[src/rtl/cpu_pkg.sv]
// ---------------------------------------------------------------------------
// cpu_pkg
// Shared types for the unified-memory arbiter:
//   t_arb_state - arbiter FSM states (IDLE, REQ, RSP)
//   t_arb_owner - which requester owns the in-flight transaction
//   t_mem_req   - captured request fields, also driven on the mem_* port
//   fetch_req() - builds the fixed-shape request used for instruction fetch
// ---------------------------------------------------------------------------
package cpu_pkg;

    typedef enum logic [1:0] {
        IDLE = 2'd0,
        REQ  = 2'd1,
        RSP  = 2'd2
    } t_arb_state;

    typedef enum logic {
        OWN_IF = 1'b0,
        OWN_DM = 1'b1
    } t_arb_owner;

    typedef struct packed {
        logic [31:0] adrs;
        logic        wr_en;
        logic [3:0]  byt_en;
        logic        sign_ext;
        logic [31:0] wr_data;
    } t_mem_req;

    localparam t_mem_req MEM_REQ_ZERO = '{
        adrs:     32'h0000_0000,
        wr_en:    1'b0,
        byt_en:   4'b0000,
        sign_ext: 1'b0,
        wr_data:  32'h0000_0000
    };

    // Fetches are always full-word reads with no sign extension.
    function automatic t_mem_req fetch_req(input logic [31:0] adrs);
        t_mem_req r;
        r.adrs     = adrs;
        r.wr_en    = 1'b0;
        r.byt_en   = 4'b1111;
        r.sign_ext = 1'b0;
        r.wr_data  = 32'h0000_0000;
        return r;
    endfunction

endpackage

[src/rtl/arb_prio.sv]
// ---------------------------------------------------------------------------
// arb_prio
// Combinational winner selection between fetch and data requesters.
// Data has priority unless the data-win streak has hit its limit.
// Ports:
//   i_if_req    - fetch request
//   i_dm_req    - data request
//   i_dwin_max  - data-win counter has reached its limit
//   o_gnt_if    - fetch wins (one-hot with o_gnt_dm, or both zero)
//   o_gnt_dm    - data wins
// ---------------------------------------------------------------------------
module arb_prio
    import cpu_pkg::*;
(
    input  logic i_if_req,
    input  logic i_dm_req,
    input  logic i_dwin_max,
    output logic o_gnt_if,
    output logic o_gnt_dm
);

    // Fetch wins when alone, or when data has used up its consecutive wins.
    always_comb begin
        o_gnt_if = i_if_req & (~i_dm_req | i_dwin_max);
        o_gnt_dm = i_dm_req & ~o_gnt_if;
    end

endmodule

[src/rtl/mem_arbiter.sv]
// ---------------------------------------------------------------------------
// mem_arbiter
// Shares one variable-latency memory port between instruction fetch (if_*)
// and data access (dm_*). One transaction in flight at a time; data has
// fixed priority, bounded by MAX_DWIN consecutive wins while fetch waits.
// Ports:
//   clk, rst                  - clock, synchronous active-high reset
//   if_req/if_adrs            - fetch request in; if_gnt/if_rvalid/if_rdata out
//   dm_req/dm_* fields        - data request in; dm_gnt/dm_rvalid/dm_rdata out
//   mem_req/mem_* fields      - registered request to memory
//   mem_ready                 - memory accepts request
//   mem_rvalid/mem_rdata      - memory response (also write ack)
//   busy                      - transaction in flight
//   err                       - sticky: response seen outside RSP
// ---------------------------------------------------------------------------
module mem_arbiter
    import cpu_pkg::*;
#(
    parameter int MAX_DWIN = 4
) (
    input  logic        clk,
    input  logic        rst,
    input  logic        if_req,
    input  logic [31:0] if_adrs,
    output logic        if_gnt,
    output logic        if_rvalid,
    output logic [31:0] if_rdata,
    input  logic        dm_req,
    input  logic        dm_wr_en,
    input  logic [3:0]  dm_byt_en,
    input  logic        dm_sign_ext,
    input  logic [31:0] dm_adrs,
    input  logic [31:0] dm_wr_data,
    output logic        dm_gnt,
    output logic        dm_rvalid,
    output logic [31:0] dm_rdata,
    output logic        mem_req,
    output logic        mem_wr_en,
    output logic [3:0]  mem_byt_en,
    output logic        mem_sign_ext,
    output logic [31:0] mem_adrs,
    output logic [31:0] mem_wr_data,
    input  logic        mem_ready,
    input  logic        mem_rvalid,
    input  logic [31:0] mem_rdata,
    output logic        busy,
    output logic        err
);

    localparam int              CNT_W    = $clog2(MAX_DWIN + 1);
    localparam logic [CNT_W-1:0] DWIN_LIM = CNT_W'(MAX_DWIN);

    t_arb_state       r_state;
    t_arb_owner       r_owner;
    logic [CNT_W-1:0] r_dwin_cnt;
    logic             r_err;
    logic             r_mem_req;
    t_mem_req         r_req;

    logic w_idle;
    logic w_in_rsp;
    logic w_gnt_if;
    logic w_gnt_dm;
    logic w_if_gnt;
    logic w_dm_gnt;

    assign w_idle   = (r_state == IDLE);
    assign w_in_rsp = (r_state == RSP);

    arb_prio u_prio (
        .i_if_req   (if_req),
        .i_dm_req   (dm_req),
        .i_dwin_max (r_dwin_cnt == DWIN_LIM),
        .o_gnt_if   (w_gnt_if),
        .o_gnt_dm   (w_gnt_dm)
    );

    // Requests are only considered while idle; grants are zero-latency.
    assign w_if_gnt = w_idle & w_gnt_if;
    assign w_dm_gnt = w_idle & w_gnt_dm;

    // Arbiter FSM with request capture, owner tracking, streak counter and error flag.
    always_ff @(posedge clk) begin
        if (rst) begin
            r_state    <= IDLE;
            r_owner    <= OWN_IF;
            r_dwin_cnt <= '0;
            r_err      <= 1'b0;
            r_mem_req  <= 1'b0;
            r_req      <= MEM_REQ_ZERO;
        end else begin
            // A response is only legal while waiting for one.
            if (mem_rvalid && !w_in_rsp) begin
                r_err <= 1'b1;
            end else begin
                r_err <= r_err;
            end

            case (r_state)
                IDLE: begin
                    if (w_if_gnt) begin
                        r_req      <= fetch_req(if_adrs);
                        r_owner    <= OWN_IF;
                        r_dwin_cnt <= '0;
                        r_mem_req  <= 1'b1;
                        r_state    <= REQ;
                    end else if (w_dm_gnt) begin
                        r_req.adrs     <= dm_adrs;
                        r_req.wr_en    <= dm_wr_en;
                        r_req.byt_en   <= dm_byt_en;
                        r_req.sign_ext <= dm_sign_ext;
                        r_req.wr_data  <= dm_wr_data;
                        r_owner        <= OWN_DM;
                        // Streak only grows while fetch is actually waiting.
                        if (!if_req) begin
                            r_dwin_cnt <= '0;
                        end else if (r_dwin_cnt != DWIN_LIM) begin
                            r_dwin_cnt <= r_dwin_cnt + CNT_W'(1);
                        end else begin
                            r_dwin_cnt <= r_dwin_cnt;
                        end
                        r_mem_req <= 1'b1;
                        r_state   <= REQ;
                    end else begin
                        r_state <= IDLE;
                    end
                end
                REQ: begin
                    if (mem_ready) begin
                        r_mem_req <= 1'b0;
                        r_state   <= RSP;
                    end else begin
                        r_state <= REQ;
                    end
                end
                RSP: begin
                    if (mem_rvalid) begin
                        r_state <= IDLE;
                    end else begin
                        r_state <= RSP;
                    end
                end
                default: begin
                    r_mem_req <= 1'b0;
                    r_state   <= IDLE;
                end
            endcase
        end
    end

    assign if_gnt    = w_if_gnt;
    assign dm_gnt    = w_dm_gnt;
    // Response pulses are forwarded in the cycle they arrive, to the owner only.
    assign if_rvalid = w_in_rsp & mem_rvalid & (r_owner == OWN_IF);
    assign dm_rvalid = w_in_rsp & mem_rvalid & (r_owner == OWN_DM);
    assign if_rdata  = mem_rdata;
    assign dm_rdata  = mem_rdata;

    assign mem_req      = r_mem_req;
    assign mem_wr_en    = r_req.wr_en;
    assign mem_byt_en   = r_req.byt_en;
    assign mem_sign_ext = r_req.sign_ext;
    assign mem_adrs     = r_req.adrs;
    assign mem_wr_data  = r_req.wr_data;

    assign busy = ~w_idle;
    assign err  = r_err;

endmodule

[config.mk]
export PLATFORM = sky130hd
export DESIGN_NAME = mem_arbiter
export DESIGN_NICKNAME = d
export VERILOG_FILES = /design/src/rtl/cpu_pkg.sv /design/src/rtl/arb_prio.sv /design/src/rtl/mem_arbiter.sv
export SDC_FILE = /design/constraint.sdc
export NUM_CORES = 1
export LEC_CHECK = 0
export ABC_AREA = 1
export BUFFER_PORTS_ARGS = -buffer_cell sky130_fd_sc_hd__buf_2
export CORE_AREA = 2 2 126 128
export DETAILED_ROUTE_END_ITERATION = 12
export DIE_AREA = 0 0 128 130
export GPL_TIMING_DRIVEN = 0
export MAX_ROUTING_LAYER = met4
export SYNTH_ARGS = -nofsm -noshare
export SYNTH_HDL_FRONTEND = slang
export SYNTH_SLANG_ARGS = --single-unit
export TNS_END_PERCENT = 5
[constraint.sdc]
create_clock -name clk -period 2.1 [get_ports clk]
set_input_delay 0.525 -clock clk [delete_from_list [all_inputs] [get_ports clk]]
set_output_delay 0.525 -clock clk [all_outputs]
set_load 0.02 [all_outputs]
Yosys cells after proc, flatten, opt, wreduce, memory -nomap -nowiden. Cells that the tools add are included.

Register bits after elaboration: 78. Input bits: 140. Word-level logic and storage cells: 54.

Add/sub/neg operators: 1. Equality and inequality tests: 7. Multiplexer cells: 16. Bitwise operators: 13. Reductions and logical operators: 7.

Operator list (count): 70-bit two-way mux (2); 3-bit two-way mux (4); 1-bit AND (7); 1-bit two-way mux (6); 3-bit inequality test (second input constant) (2); 2-bit case mux with 3 select lines (1); 3-bit AND reduction (2); 1-bit NOT (5); 2-bit two-way mux (2); 3-bit by 1-bit adder with 3-bit output (second input constant) (1); 3-bit equality test (second input constant) (1); 3-bit by 1-bit inequality test with 1-bit output (second input constant) (1); 1-bit case mux with 3 select lines (1); 2-bit by 1-bit equality test with 1-bit output (second input constant) (1); 2-bit equality test (second input constant) (1); 2-bit zero test (1); 2-bit inequality test (second input constant) (1); 2-bit AND reduction (1); 2-bit nonzero test (1); 1-bit logical AND (1); 1-bit zero test (1); 1-bit OR (1).

Depth between registers and ports, before layout.
Depth in word-level cells: 9. Gate-level depth with buffers: 10. Depth with buffers taken out: 9.

Hierarchy. Synthesis repeated with hierarchy kept, for this count alone.

Cell total of the unflattened synthesis: 535. Area, all modules: 3782.4 sq um.

Modules (own cells, without submodules): mem_arbiter (times used 1, cells an instance 531, area an instance 3754.9 sq um); arb_prio (times used 1, cells an instance 4, area an instance 27.5 sq um).

Least setup slack after synthesis. Ideal clock, no wire load.

Kind: reg2out. Start point: register r_dwin_cnt[0]. End point: output dm_gnt. Data arrival time: 1.293 ns. Slack: 0.282 ns. Cell stages (with the launch flop): 9. Cell sequence: dfxtp_1 inv_1 ha_1 nand2_1 nand2_2 nand3_2 buf_2 nand2_2 inv_1.

Word-level cells in the longest chain between the ends: 6.

RTL lines: start: declaration (line mem_arbiter.sv:55) `logic [CNT_W-1:0] r_dwin_cnt;`; start signal: assignment (line mem_arbiter.sv:118) `r_dwin_cnt <= r_dwin_cnt + CNT_W'(1);`; start signal: assignment (line mem_arbiter.sv:120) `r_dwin_cnt <= r_dwin_cnt;`; 3-bit equality test (line mem_arbiter.sv:73) `.i_dwin_max (r_dwin_cnt == DWIN_LIM),`; 1-bit OR (line arb_prio.sv:24) `o_gnt_if = i_if_req & (~i_dm_req | i_dwin_max);`; 1-bit AND (line arb_prio.sv:24); 1-bit NOT (line arb_prio.sv:25) `o_gnt_dm = i_dm_req & ~o_gnt_if;`; 1-bit AND (line arb_prio.sv:25); 1-bit AND (line mem_arbiter.sv:80) `assign w_dm_gnt = w_idle & w_gnt_dm;`; end: declaration (line mem_arbiter.sv:34) `output logic dm_gnt,`.

Every way passes these cells.

Final worst setup path. Same ends and word-level chain as after synthesis.

==> results.py <==
metrics = {
    "grt": {
        "overflow": 0,
        "globalRouteTotalUtil_pct": 15.2,
        "grt_pass1_vias": 3750,
        "antenna_found_initial": 0,
        "grt_pass1_wl_mm": 18.8,
        "grt_max_degree": 17,
    },
    "sta": {
        "slew_viol_final": 0,
        "hold_viol_final": 0,
        "relSlewSlack_pct": 58.5,
        "tightest_slew_ns": 0.623,
        "hold_ws_ns": 0.423,
        "finalCriticalPeriod_ns": 2.04,
        "period_share_pct": 97.2,
        "fin_worst_skew_ns": 0.00399,
        "finalSetupViolations": 0,
        "fmax_mhz": 490,
    },
    "die": {
        "chipHeight_microns": 130,
        "initial_core_util_pct": 25.4,
        "core_area_sq_um": 15400,
        "io_pins": 281,
        "dieArea_sq_um": 16600,
        "rows": 46,
        "die_width_microns": 128,
    },
    "synth": {
        "seq_area_frac_synth_pct": 39.9,
        "synth_top_area_share_pct": 39.9,
        "netlist_instances": 537,
        "ys_ff_latch": 78,
        "syn_avg_cell_area_sq_um": 7.30,
        "ys.warnings.count": 0,
        "synthesis.nets": 679,
        "netlist_top_cells_area": "dfxtp_1 40%, buf_4 13%, nand2_1 10%",
        "synth_cell_types": 26,
        "yosysTopAreaCell": "dfxtp_1",
        "netlist_area_sq_um": 3920,
    },
    "routing": {
        "firstDrtPassIters": 4,
        "post_drt_wl_per_cell_microns": 12.7,
        "antenna_left": 0,
        "drc": 0,
        "drt_first_iter_violations": 116,
        "vias": 4146,
        "routed_wirelength_mm": 12.7,
        "viasPerCell": 4.14,
    },
    "worst_setup_path": {
        "critPathMaxFanout": 5,
        "critPathLaunchType": "flip-flop",
        "critPathKind": "flip-flop to output pin",
        "cp.required_ns": 1.57,
        "setup.worst_path.end_class": "output pin",
        "critical_path_arrival_ns": 1.52,
    },
    "finish": {
        "drive_gt1_share_pct": 45.6,
        "final_util_pct": 37.8,
        "final_area_sq_um": 5830,
        "fillCellCount": 1712,
        "diodes": 0,
        "nNetsFinal": 947,
        "synthToLayoutAreaGrowth_pct": 48.7,
    },
    "power": {
        "switching_share_pct": 31.9,
        "peakVddDrop_v": 0.000458,
        "netSwitchingPower_w": 0.00139,
        "power_w": 0.00436,
        "power.internal_w": 0.00297,
        "pwr-share-clk_pct": 33.6,
        "power.leakage_nw": 3.12,
        "pwr-share-comb_pct": 27.8,
        "power_density_nw_per_um2": 748,
        "seqPwrFrac_pct": 38.6,
    },
    "placed_design": {
        "io_buffers": 248,
        "place_congestion": 0.748,
        "placed_area_sq_um": 5400,
        "dpl.hpwl_mm": 9.70,
    },
    "status": {
        "status": "finished clean",
    },
    "run": {
        "max_cap_viol_count": 0,
    },
    "clocking": {
        "cts_max_path_buffers": 2,
        "insertion_delay_ns": 0.34,
        "clock_sinks": 78,
        "holdBufCountCts": 0,
        "cts.reportedPaths.clkPinSlew_ns": 0.06,
        "cts-root-buf": "clkbuf_16",
        "cts_tree": "yes",
        "cts_buffers": 9,
        "h-tree-depth": 3,
    },
    "hold_path": {
        "hold_class": "primary input to flip-flop",
    },
}
[power by group through the flow]
stage                     logic (W)  clock network, W  registers (W)
after global placement      0.00117                 0        0.00171
after floorplan            0.000588                 0        0.00187
final                       0.00121           0.00146        0.00168
after CTS                   0.00122           0.00153        0.00168
after global routing        0.00133           0.00158        0.00170
after detailed placement    0.00118                 0        0.00171
[registers in the layout, summed over array words and instances, names as in the netlist]
| name | flops |
|---|---|
| err | 1 |
| mem_adrs | 32 |
| mem_byt_en | 4 |
| mem_req | 1 |
| mem_sign_ext | 1 |
| mem_wr_data | 32 |
| mem_wr_en | 1 |
| r_dwin_cnt | 3 |
| r_owner | 1 |
| r_state | 2 |
[per-layer routing]
layer  GRT usage (%)  wire (microns)
met1            17.8            5580
met2            25.4            6070
met3            4.31             933
met4            4.65             136
met5               -               0
[worst max-delay path, stage by stage, from the launching register on]
cell,delay [ns]
dfxtp_2,0.32
inv_2,0.08
ha_4,0.13
nand2_2,0.06
nand2_4,0.07
nand3_4,0.14
buf_8,0.17
nand2_8,0.06
inv_2,0.04
buf_6,0.12
[worst paths after layout]
path	cells after the start	endpoint	from	slack, ns
setup / recovery	9	dm_gnt	r_dwin_cnt[0]	0.06
hold / removal	3	mem_byt_en[0]	dm_byt_en[0]	0.42
setup reg to reg	10	mem_adrs[22]	r_dwin_cnt[1]	0.26
hold reg to reg	2	mem_wr_data[23]	mem_wr_data[23]	0.46
[through the flow]
step / TNS (ns) / setup WS [ns] / std cells
floorplan: 0 / 0.282 / 537
global placement: -0.441 / -0.265 / 977
detailed placement: -0.429 / -0.256 / 977
CTS: -0.0200 / -0.0200 / 998
global route: -0.00218 / -0.00218 / 1001
finish: 0 / 0.0593 / 1001
[synthesized netlist by cell type, drive strengths merged]
master    n
ha        2
a21boi    1
o21a      1
clkbuf   12
nand4     8
dfxtp    78
nand3b   24
a21oi    47
buf      85
nand3    44
nor3b     1
o21ai    33
nor3      2
nand2   106
nor2     42
inv      51
[cells by family after synthesis]
| logic type | share of synthesized area (%) |
|---|---|
| flops | 39.9 |
| simple gates | 27.0 |
| fa+ha+maj | 0.639 |
| compound gates | 10.7 |
| buf+inv | 21.8 |
[layout by cell type, fill, tap and decap left out, drive strengths merged]
cell	n
a21boi	1
a21oi	47
buf	342
clkbuf	24
clkinv	1
clkinvlp	2
dfxtp	78
ha	2
inv	51
nand2	106
nand3	44
nand3b	24
nand4	8
nor2	42
nor3	2
nor3b	1
o21a	1
o21ai	33
[layout make-up]
type	instances	area [sq um]	share of cell area (%)
clock buffers	12	256	4.40
plain buffers	96	681	11.7
multi-input cells	311	1540	26.5
inverters	51	196	3.37
clock inverters	3	20.0	0.344
flip-flops and latches	78	1570	26.9
well taps	192	240	4.12
repair buffers	258	1320	22.7
[what timing repair did]
action / CTS / global route
pin swaps: 4 / 1
endpoints found under the setup margin: 2 / 2
buffers inserted: 7 / 3
resized for setup: 19 / 5
(Power assumes the default switching activity.)
